### src/rtl/wb_master_port.sv
// wb_master_port: single-transfer Wishbone initiator with a one-deep request slot and ack timeout
module wb_master_port #(
  parameter int TIMEOUT = 16,
  parameter int CNT_W   = 8
) (
  input  logic        clk_i,
  input  logic        rst_i,
  input  logic        req_i,
  input  logic        we_i,
  input  logic [31:0] adr_i,
  input  logic [31:0] dat_i,
  input  logic [1:0]  sel_i,
  output logic        ready_o,
  output logic        done_o,
  output logic        err_o,
  output logic [31:0] rdata_o,
  output logic [31:0] wbm_adr_o,
  output logic [31:0] wbm_dat_o,
  output logic [1:0]  wbm_sel_o,
  output logic        wbm_we_o,
  output logic        wbm_cyc_o,
  output logic        wbm_stb_o,
  input  logic [31:0] wbm_dat_i,
  input  logic        wbm_ack_i
);
  typedef enum logic [1:0] {IDLE, CYCLE, RECOVER} state_t;
  state_t state, state_nx;
  logic pend_v, pend_we;
  logic [31:0] pend_adr, pend_dat;
  logic [1:0] pend_sel;
  logic [CNT_W-1:0] cnt;
  logic accept, ack_hit, to_hit, launch_pend, launch_req;
  assign ready_o = ~pend_v;
  assign accept = req_i & ~pend_v;
  assign ack_hit = (state == CYCLE) & wbm_ack_i;
  assign to_hit = (state == CYCLE) & ~wbm_ack_i & (cnt == CNT_W'(TIMEOUT - 1));
  assign launch_pend = (state == RECOVER) & pend_v;
  assign launch_req = accept & ((state == IDLE) | (state == RECOVER));
  // state register; reset drops the bus immediately
  always_ff @(posedge clk_i or negedge rst_i)
    if (!rst_i) state <= IDLE;
    else state <= state_nx;
  // next state: launch from IDLE/RECOVER, leave CYCLE on ack or timeout
  always_comb begin
    state_nx = state;
    case (state)
      IDLE:    state_nx = launch_req ? CYCLE : IDLE;
      CYCLE:   state_nx = (ack_hit | to_hit) ? RECOVER : CYCLE;
      RECOVER: state_nx = (launch_pend | launch_req) ? CYCLE : IDLE;
      default: state_nx = IDLE;
    endcase
  end
  // registered bus outputs, completion pulses, timeout counter and pending slot
  always_ff @(posedge clk_i or negedge rst_i)
    if (!rst_i) begin
      done_o    <= 1'b0;
      err_o     <= 1'b0;
      rdata_o   <= '0;
      wbm_adr_o <= '0;
      wbm_dat_o <= '0;
      wbm_sel_o <= '0;
      wbm_we_o  <= 1'b0;
      wbm_cyc_o <= 1'b0;
      wbm_stb_o <= 1'b0;
      cnt       <= '0;
      pend_v    <= 1'b0;
      pend_we   <= 1'b0;
      pend_adr  <= '0;
      pend_dat  <= '0;
      pend_sel  <= '0;
    end else begin
      done_o    <= ack_hit;
      err_o     <= to_hit;
      wbm_cyc_o <= state_nx == CYCLE;
      wbm_stb_o <= state_nx == CYCLE;
      if (ack_hit & ~wbm_we_o) rdata_o <= wbm_dat_i;
      cnt <= (launch_pend | launch_req) ? '0 : (state == CYCLE) ? cnt + 1'b1 : cnt;
      if (launch_pend) begin
        wbm_adr_o <= pend_adr;
        wbm_dat_o <= pend_dat;
        wbm_sel_o <= pend_sel;
        wbm_we_o  <= pend_we;
        pend_v    <= 1'b0;
      end else if (launch_req) begin
        wbm_adr_o <= adr_i;
        wbm_dat_o <= dat_i;
        wbm_sel_o <= sel_i;
        wbm_we_o  <= we_i;
      end else if ((state == CYCLE) & accept) begin
        pend_v   <= 1'b1;
        pend_we  <= we_i;
        pend_adr <= adr_i;
        pend_dat <= dat_i;
        pend_sel <= sel_i;
      end
    end
endmodule
### config.mk
export PLATFORM = sky130hd
export DESIGN_NAME = wb_master_port
export DESIGN_NICKNAME = d
export VERILOG_FILES = /design/src/rtl/wb_master_port.sv
export SDC_FILE = /design/constraint.sdc
export NUM_CORES = 1
export LEC_CHECK = 0
export ABC_AREA = 1
export CORE_MARGIN = 1
export CORE_UTILIZATION = 45
export CTS_BUF_LIST = sky130_fd_sc_hd__clkbuf_2
export CTS_CLUSTER_SIZE = 25
export DETAILED_ROUTE_END_ITERATION = 12
export PLACE_DENSITY = 0.78
export SLEW_MARGIN = 15
export SYNTH_ARGS = -nofsm -noshare
export SYNTH_HDL_FRONTEND = slang
export SYNTH_SLANG_ARGS = --single-unit
### constraint.sdc
create_clock -name clk_i -period 1.2 [get_ports clk_i]
set_input_delay 0.18 -clock clk_i [delete_from_list [all_inputs] [get_ports clk_i]]
set_output_delay 0.18 -clock clk_i [all_outputs]
set_load 0.05 [all_outputs]
==> key figures, run 1 <==
Status
  • Status: aborted with a tool error
  • Halt point of the flow: global routing
  • Error message: [ERROR GRT-0232] Routing congestion too high. Check the congestion heatmap in the GUI.

Clock network
  • Clock tree buffer depth: 2
  • Sink Count: 180
  • CTS buffer count: 17
  • Clock root cell: clkbuf_2
  • H-tree levels: 4

Die
  • Starting Density: 0.468
  • Vert. Die Dim: 131 µm
  • I/O pin count: around 210
  • Die width: 131 µm
  • Std cell rows: 46

STA
  • Worst endpoint type: output port
  • Worst setup endpoint GRT: ready_o

Yosys
  • Synth Instances: 833
  • Largest area contributor in the netlist: dfrtp_1
  • Count of different cell masters after synthesis: 25
  • Syn. warnings: 0
  • Avg Cell Area, Syn: 9.06 µm²
  • Async SR Flop Fraction: 1.00
  • Post-synth EDFFs: 0
  • Most frequent cell after synthesis: nand2_1
  • Post-synth top cells: nand2_1, dfrtp_1, inv_1, o21ai_0, nor2_1
  • #FFs+latches synth: 180
  • Register area share after synthesis: 0.597
  • Net Count, Synth: around 940
  • Post-synth top area share: 0.597
  • Post-synth top flop: dfrtp_1
  • Cell area after synthesis: 7540 µm²
  • Synth area leaders: dfrtp_1, nand2_1, o21ai_0, inv_1, o211ai_1

Global routing
  • Remaining global-route overflow: ~540
  • Largest net degree at the start of global routing: 91
  • Initial antenna violation count: 4
  • Total Routing Usage GR: 0.837

Place
  • HPWL after detailed placement: 14.2 mm
  • RD Place Congestion: 0.843
  • Placed insts: 1248
  • Count of buffers from port buffering: 206
layer usage:
metal | GRT overflow | global-route usage
met5 | 0 | 0.0322
met2 | 379 | 1.07
met3 | 2 | 0.592
met4 | 151 | 0.967
met1 | 3 | 0.819
cells by family after synthesis:
logic type      synth area share
simple gates               0.190
flops                      0.597
compound gates             0.127
buf+inv                   0.0839
fa+ha+maj                0.00166
per-stage QoR:
step	TNS (ns)	instance area [µm²]	utilization	worst slack, ns	hold WS [ns]
4_1_cts	-106.21	14600	0.907	-0.552	0.311
3_5_place_dp	-48.23	11100	0.689	-0.361	-0.0238
3_3_place_gp	-43.52	11100	0.689	-0.309	-0.0230
2_1_floorplan	-8.08	7590	-	-0.0772	-0.116
timing repair:
| action | in CTS |
|---|---|
| setup endpoints to repair | 282 |
| resized for setup | 289 |
| cloned | 38 |
| buffers inserted | 61 |
| hold buffers | 102 |
| pin swaps | 18 |
| endpoints found under the hold margin | 324 |
==> run 2, diff against run 1 <==
--- a/config.mk
+++ b/config.mk
@@ -7,11 +7,9 @@
 export LEC_CHECK = 0
 export ABC_AREA = 1
 export CORE_MARGIN = 1
-export CORE_UTILIZATION = 45
-export CTS_BUF_LIST = sky130_fd_sc_hd__clkbuf_2
-export CTS_CLUSTER_SIZE = 25
+export CORE_UTILIZATION = 30
 export DETAILED_ROUTE_END_ITERATION = 12
-export PLACE_DENSITY = 0.78
+export PLACE_DENSITY_LB_ADDON = 0.15
 export SLEW_MARGIN = 15
 export SYNTH_ARGS = -nofsm -noshare
 export SYNTH_HDL_FRONTEND = slang
==> constraint.sdc (replaced) <==
create_clock -name clk_i -period 1.6 [get_ports clk_i]
set_input_delay 0.24 -clock clk_i [delete_from_list [all_inputs] [get_ports clk_i]]
set_output_delay 0.24 -clock clk_i [all_outputs]
set_load 0.05 [all_outputs]
==> run 2 against run 1 <==
Compared with the run above: the run now ends clean; synthesized area stayed put; synthesized cell count stayed put.
==> key figures, run 2 <==
Hold path
  • Hold WC Path Type: in -> async

Global routing
  • Remaining global-route overflow: 0
  • Initial antenna violation count: 3
  • Total Routing Usage GR: 0.163
  • First-pass GRT wire length: 33.1 mm
  • Number of global-route vias before repair: between 6000 and 7000
  • Largest net degree at the start of global routing: between 50 and 60

Die
  • Std cell rows: 57 (+24%)
  • Die width: 161 µm (+22%)
  • Core box area: 24500 µm²
  • Starting Density: 0.308 (-0.160)
  • Vert. Die Dim: 161 µm (+22%)
  • I/O pin count: 207 (unchanged)
  • Area of the die: 25800 µm²

Pwr
  • VDD IR-drop max: 0.548 mV
  • Leak Pwr: 4.97 nW
  • PD cells: 924 nW/µm²

STA
  • Pins Over Slew Limit: 0
  • Setup Viol. Count Final: 0
  • Clock Skew: roughly 0.011 ns
  • Hold slack final: 0.331 ns
  • Fin crit share: 0.930
  • Worst-margin pin slew: 0.401 ns
  • Peak Freq: 672 MHz
  • Minimum clock period: 1.49 ns
  • Rel. slew slack: 0.733
  • Final hold vios: 0
  • Setup_tns: 0 ns
  • RSZ-0062 raised after global routing: yes

Final layout
  • Final net count: ~1100
  • Post-route cell area: between 10000 and 15000 µm²
  • Ratio of cells with drive above 1 in the final layout: 0.161
  • Commonest non-fill, non-tap cell in the layout: nand2_1
  • P&R area growth vs syn: 38.4%
  • Core Util, Final: 0.427
  • Most frequent cells in the layout: nand2_1, dfrtp_1, buf_4
  • Fillers: ~2400

Drt
  • Vias: around 6200
  • Post-Route WL: 20.2 mm
  • DR pass1 iterations: 4
  • Post-route DRC: 0
  • Post-DR wirelength/cell: 14.8 µm
  • Vias per inst: about 4.5
  • DR iter-0 viols: 395
  • Post-route ant nets: 0

Critical path
  • Top cell by count, worst path: o21ai_0
  • Worst path arrival time: 1.77 ns
  • Slowest-stage cell, CP: dfrtp_1
  • Crit path cell chain: nand3_4, buf_4, o21ai_0, o21ai_0, o21ai_0
  • Startpoint Class: flop
  • Worst setup path class: reg -> reg
  • CP Max Fanout: 28
  • Crit. End Element: flop
  • Critical path buffer and inverter count: 1
  • Slowest stage delay, CP: 0.45 ns
  • CP delay by family, top: flip-flops
  • Required time of the worst setup path: 1.88 ns

Clock network
  • Worst-Skew Late Latency: 0.42 ns
  • Clock tree buffer depth: 2 (unchanged)
  • Sink Count: 180 (unchanged)
  • Clk slew on worst S/H paths: 0.07 ns
  • TritonCTS clock tree: built
  • CTS buffer count: 17 (unchanged)
  • Clock root cell: clkbuf_16
  • Postcts setup bufs: 0 (-100%)
  • H-tree levels: 4 (unchanged)

Yosys
  • Post-synth EDFFs: 0 (unchanged)
  • #FFs+latches synth: 180 (unchanged)
  • Post-synth top cells: nand2_1, dfrtp_1, inv_1, o21ai_0, nor2_1
  • Synth area leaders: dfrtp_1, nand2_1, o21ai_0, inv_1, o211ai_1
  • Synth Instances: 833 (unchanged)
  • Net Count, Synth: 937 (unchanged)
  • Post-synth top flop: dfrtp_1
  • Syn. warnings: 0 (unchanged)
  • Cell area after synthesis: 7540 µm² (unchanged)
  • Avg Cell Area, Syn: 9.06 µm² (unchanged)
  • Async SR Flop Fraction: 1.00 (unchanged)
  • Register area share after synthesis: 0.597 (unchanged)
  • Post-synth top area share: 0.597 (unchanged)
  • Most frequent cell after synthesis: nand2_1
  • Largest area contributor in the netlist: dfrtp_1
  • Count of different cell masters after synthesis: 25 (unchanged)

Place
  • Count of buffers from port buffering: 206 (unchanged)
  • HPWL after detailed placement: 13.4 mm (-5.5%)
  • Dpl cell area: 9770 µm² (-12%)
  • RD Place Congestion: 0.726 (-14%)

Status
  • Status: finished clean

Flow run
  • Max Cap Viol: 0
## run 2: cell counts after synthesis
No cell type changed its count.
## run 2: worst paths after layout
kind / endpoint / slack (ns) / cells past startpoint / from
setup / recovery: wbm_we_o$_DFFE_PN0N_ / 0.11 / 5 / state[1]$_DFF_PN0_
hold / removal: rdata_o[1]$_DFFE_PN0P_ / 0.33 / 2 / rst_i
setup reg to reg: wbm_we_o$_DFFE_PN0N_ / 0.11 / 5 / state[1]$_DFF_PN0_
hold reg to reg: rdata_o[23]$_DFFE_PN0P_ / 0.47 / 2 / rdata_o[23]$_DFFE_PN0P_
max in group asynchronous: cnt[5]$_DFFE_PN0P_ / 0.67 / 3 / rst_i
min in group clk_i: rdata_o[24]$_DFFE_PN0P_ / 0.37 / 3 / wbm_dat_i[24]
## run 2: logic make-up after synthesis
family          synth area share
simple gates               0.190
flops                      0.597
compound gates             0.127
buf+inv                   0.0839
fa+ha+maj                0.00166
## run 2: timing repair
action,4_1_cts,5_1_grt
endpoints found under the hold margin,35,0
resized for setup,0,1
hold buffers,1,0
endpoints found under the setup margin,0,22
## run 2: worst register-to-register path: cells and delay by family, from the launching register on
kind | cells | cell delay (ns)
flip-flops | 1 | 0.45
AND/OR/NAND/NOR | 1 | 0.19
AO/OA/AOI/OAI | 3 | 0.38
buffers and inverters | 1 | 0.34
## run 2: cell type report
type / instances / area (µm²) / area share
inverters: 83 / 312 / 0.0298
repair buffers: 228 / 2150 / 0.206
diodes: 1 / 2.50 / 0.000240
clock buffers: 19 / 433 / 0.0415
flip-flops and latches: 180 / 4500 / 0.431
clock inverters: 13 / 219 / 0.0210
well taps: 324 / 405 / 0.0388
multi-input cells: 522 / 2420 / 0.231
## run 2: per-stage QoR
step	worst slack (ns)	total power, mW	instances
floorplan	0.170	4.68	833
global placement	0.0159	5.08	1336
detailed placement	-0.0263	5.08	1336
CTS	0.0851	9.80	1369
global route	-0.00746	10.0	1369
finish	0.112	9.64	1370
## run 2: per-layer routing
layer / GRT usage / part of all wire
met3: 0.0558 / 0.073
met1: 0.223 / 0.47
met4: 0.0338 / 0.0071
met2: 0.248 / 0.45
met5: 0 / 0.0013
## run 2: power by group
part	total [mW]	switching, mW	leakage [nW]	internal [mW]
clock network	4.66	1.86	0.313	2.81
logic	0.431	0.181	2.50	0.250
registers	4.55	0	2.16	4.55
total	9.64	2.04	4.97	7.60
(Power assumes the default switching activity.)
==> run 3, diff against run 2 <==
--- a/config.mk
+++ b/config.mk
@@ -7,7 +7,7 @@
 export LEC_CHECK = 0
 export ABC_AREA = 1
 export CORE_MARGIN = 1
-export CORE_UTILIZATION = 30
+export CORE_UTILIZATION = 35
 export DETAILED_ROUTE_END_ITERATION = 12
 export PLACE_DENSITY_LB_ADDON = 0.15
 export SLEW_MARGIN = 15
==> run 3 against run 2 <==
Compared with the run above: die area is 14% lower; global-route usage is 1.5 points higher; hold slack lost 0.028 ns; clock skew is 0.0017 ns higher; cell area decreased by 1.2%; count of clock-buffer cells in the layout unchanged; flip-flop and latch count did not move; cell count shrank 3.4%; combinational power shrank 2%; sequential share of layout area grew 0.51 points; total power decreased by 5.5%; critical endpoint is now rdata_o[28]$_DFFE_PN0P_.
==> key figures, run 3 (synthesis results as in run 2) <==
Status
  • Status: finished clean

STA
  • Pins Over Slew Limit: 0 (unchanged)
  • Final hold vios: 0 (unchanged)
  • Rel. slew slack: 0.748 (+0.0152)
  • Minimum clock period: 1.39 ns (-0.103 ns)
  • Clock Skew: 0.0125 ns (+0.00173 ns)
  • Fin crit share: 0.866 (-0.0642)
  • Peak Freq: 722 MHz (+7.4%)
  • Worst-margin pin slew: 0.378 ns (-0.0228 ns)
  • Setup_tns: 0 ns (unchanged)
  • Setup Viol. Count Final: 0 (unchanged)
  • Final setup margin: 0.214 ns (+0.103 ns)
  • RSZ-0062 raised after global routing: no

Global routing
  • Remaining global-route overflow: 0 (unchanged)
  • Number of global-route vias before repair: 5885 (-3.8%)
  • First-pass GRT wire length: 30.6 mm (-7.5%)
  • Initial antenna violation count: 0 (-3)
  • Total Routing Usage GR: 0.178 (+0.0149)
  • Largest net degree at the start of global routing: 52 (-1.9%)

Critical path
  • Crit. End Element: flop
  • Worst setup path class: reg -> reg
  • Required time of the worst setup path: 1.92 ns (+0.04 ns)
  • Reg2Reg Setup Slack: 0.21 ns (+0.10 ns)
  • Worst path arrival time: 1.71 ns (-0.06 ns)
  • Reg-to-Reg End: rdata_o[28]$_DFFE_PN0P_
  • CP Max Fanout: 32 (+14%)
  • Worst reg2reg path startpoint: state[1]$_DFF_PN0_
  • Worst reg2reg path depth: 6 (+1)
  • Startpoint Class: flop

Hold path
  • Hold WC Path Type: in -> async

Clock network
  • H-tree levels: 4 (unchanged)
  • Clk slew on worst S/H paths: 0.07 ns (about the same)
  • TritonCTS clock tree: built
  • Sink Count: 180 (unchanged)
  • Clock tree buffer depth: 2 (unchanged)
  • CTS buffer count: 17 (unchanged)
  • Worst-Skew Late Latency: 0.43 ns (about the same)
  • Clock root cell: clkbuf_16
  • Postcts setup bufs: 0 (unchanged)

Drt
  • Vias per inst: 4.65 (+2.9%)
  • DR pass1 iterations: 5 (+1)
  • Vias: 6155 (-0.52%)
  • Post-Route WL: 18.9 mm (-6.7%)
  • Post-DR wirelength/cell: 14.3 µm (-3.4%)
  • Post-route ant nets: 0 (unchanged)
  • DR iter-0 viols: 314 (-21%)
  • Post-route DRC: 0 (unchanged)

Final layout
  • Post-route cell area: 10300 µm² (-1.2%)
  • Finished Layout Cells: 1324 (-3.4%)
  • Most frequent cells in the layout: nand2_1, dfrtp_1, buf_4
  • Final net count: 1140 (+0.35%)
  • Core Util, Final: 0.489 (+0.0625)
  • Ratio of cells with drive above 1 in the final layout: 0.164 (+0.00320)
  • Number of diodes: 0 (-1)
  • Commonest non-fill, non-tap cell in the layout: nand2_1
  • P&R area growth vs syn: 36.7%

Die
  • Starting Density: 0.358 (+0.0494)
  • Vert. Die Dim: 149 µm (-7.3%)
  • I/O pin count: 207 (unchanged)
  • Area of the die: 22100 µm² (-14%)
  • Std cell rows: 53 (-7.0%)
  • Core box area: 21100 µm² (-14%)
  • Die width: 149 µm (-7.3%)

Place
  • Dpl cell area: 9720 µm² (-0.45%)
  • Place WS: -0.0386 ns (-0.0123 ns)
  • Placed insts: 1291 (-3.4%)
  • RD Place Congestion: 0.762 (+5.0%)
  • HPWL after detailed placement: 12.5 mm (-6.9%)
  • Count of buffers from port buffering: 206 (unchanged)

Pwr
  • VDD IR-drop max: 0.670 mV (+22%)
  • PD cells: 884 nW/µm² (-4.3%)
  • Leak Pwr: 4.94 nW (-0.69%)

Flow run
  • Max Cap Viol: 0 (unchanged)
==> run 3: cell types whose count changed in the layout (fill, tap and decap cells not counted), moves of 2 or more <==
cell        delta
inv_6          -2
clkinvlp_4     +3
bufinv_16      -3
clkinv_4       +2
buf_4          +5
==> run 3: cell type report <==
class	instances	area, µm²
flip-flops and latches	180	4500
fillers	2013	10800
clock inverters	13	151
multi-input cells	522	2410
repair buffers	232	2170
inverters	83	312
well taps	275	344
clock buffers	19	433
==> run 3: where the power goes <==
| group | internal [mW] | switching, mW |
|---|---|---|
| registers | 4.55 | 0 |
| clock network | 2.32 | 1.82 |
| logic | 0.247 | 0.174 |
==> run 3: worst max path at each step <==
stage	startpoint	endpoint	slack [ns]	cells past startpoint
final	state[1]$_DFF_PN0_	rdata_o[28]$_DFFE_PN0P_	0.21	6
after global routing	state[1]$_DFF_PN0_	rdata_o[16]$_DFFE_PN0P_	0.05	6
after CTS	pend_v$_DFFE_PN0P_	ready_o	0.19	2
after detailed placement	req_i	wbm_dat_o[1]$_DFFE_PN0N_	-0.04	7
after global placement	req_i	wbm_dat_o[23]$_DFFE_PN0N_	-0.001	7
after floorplan	wbm_we_o$_DFFE_PN0N_	rdata_o[10]$_DFFE_PN0P_	0.17	4
==> run 3: per-layer routing <==
layer | global-route usage | part of all wire | up-vias
met3 | 0.0404 | 0.060 | 20
met5 | 0 | 0 | -
met2 | 0.270 | 0.45 | 168
li1 | - | - | 3081
met4 | 0.0612 | 0.014 | 0
met1 | 0.249 | 0.48 | 2886
==> run 3: timing repair <==
action                                 in CTS  in global routing
hold buffers                                1                  0
endpoints found under the hold margin      34                  0
resized for setup                           0                  0
==> run 3: worst max-delay path, stage by stage (launching register included) <==
cell	delay, ns
dfrtp_1	0.45
nor2_4	0.19
inv_2	0.10
nor2_8	0.13
nand2_4	0.23
nand2_1	0.14
nand2_1	0.05
==> run 3: per-stage QoR <==
| stage | hold WS, ns | power [mW] |
|---|---|---|
| 2_1_floorplan | -0.0556 | 4.68 |
| 3_3_place_gp | 0.191 | 5.07 |
| 3_5_place_dp | 0.189 | 5.06 |
| 4_1_cts | 0.302 | 9.25 |
| 5_1_grt | 0.306 | 9.49 |
| 6_report | 0.304 | 9.12 |
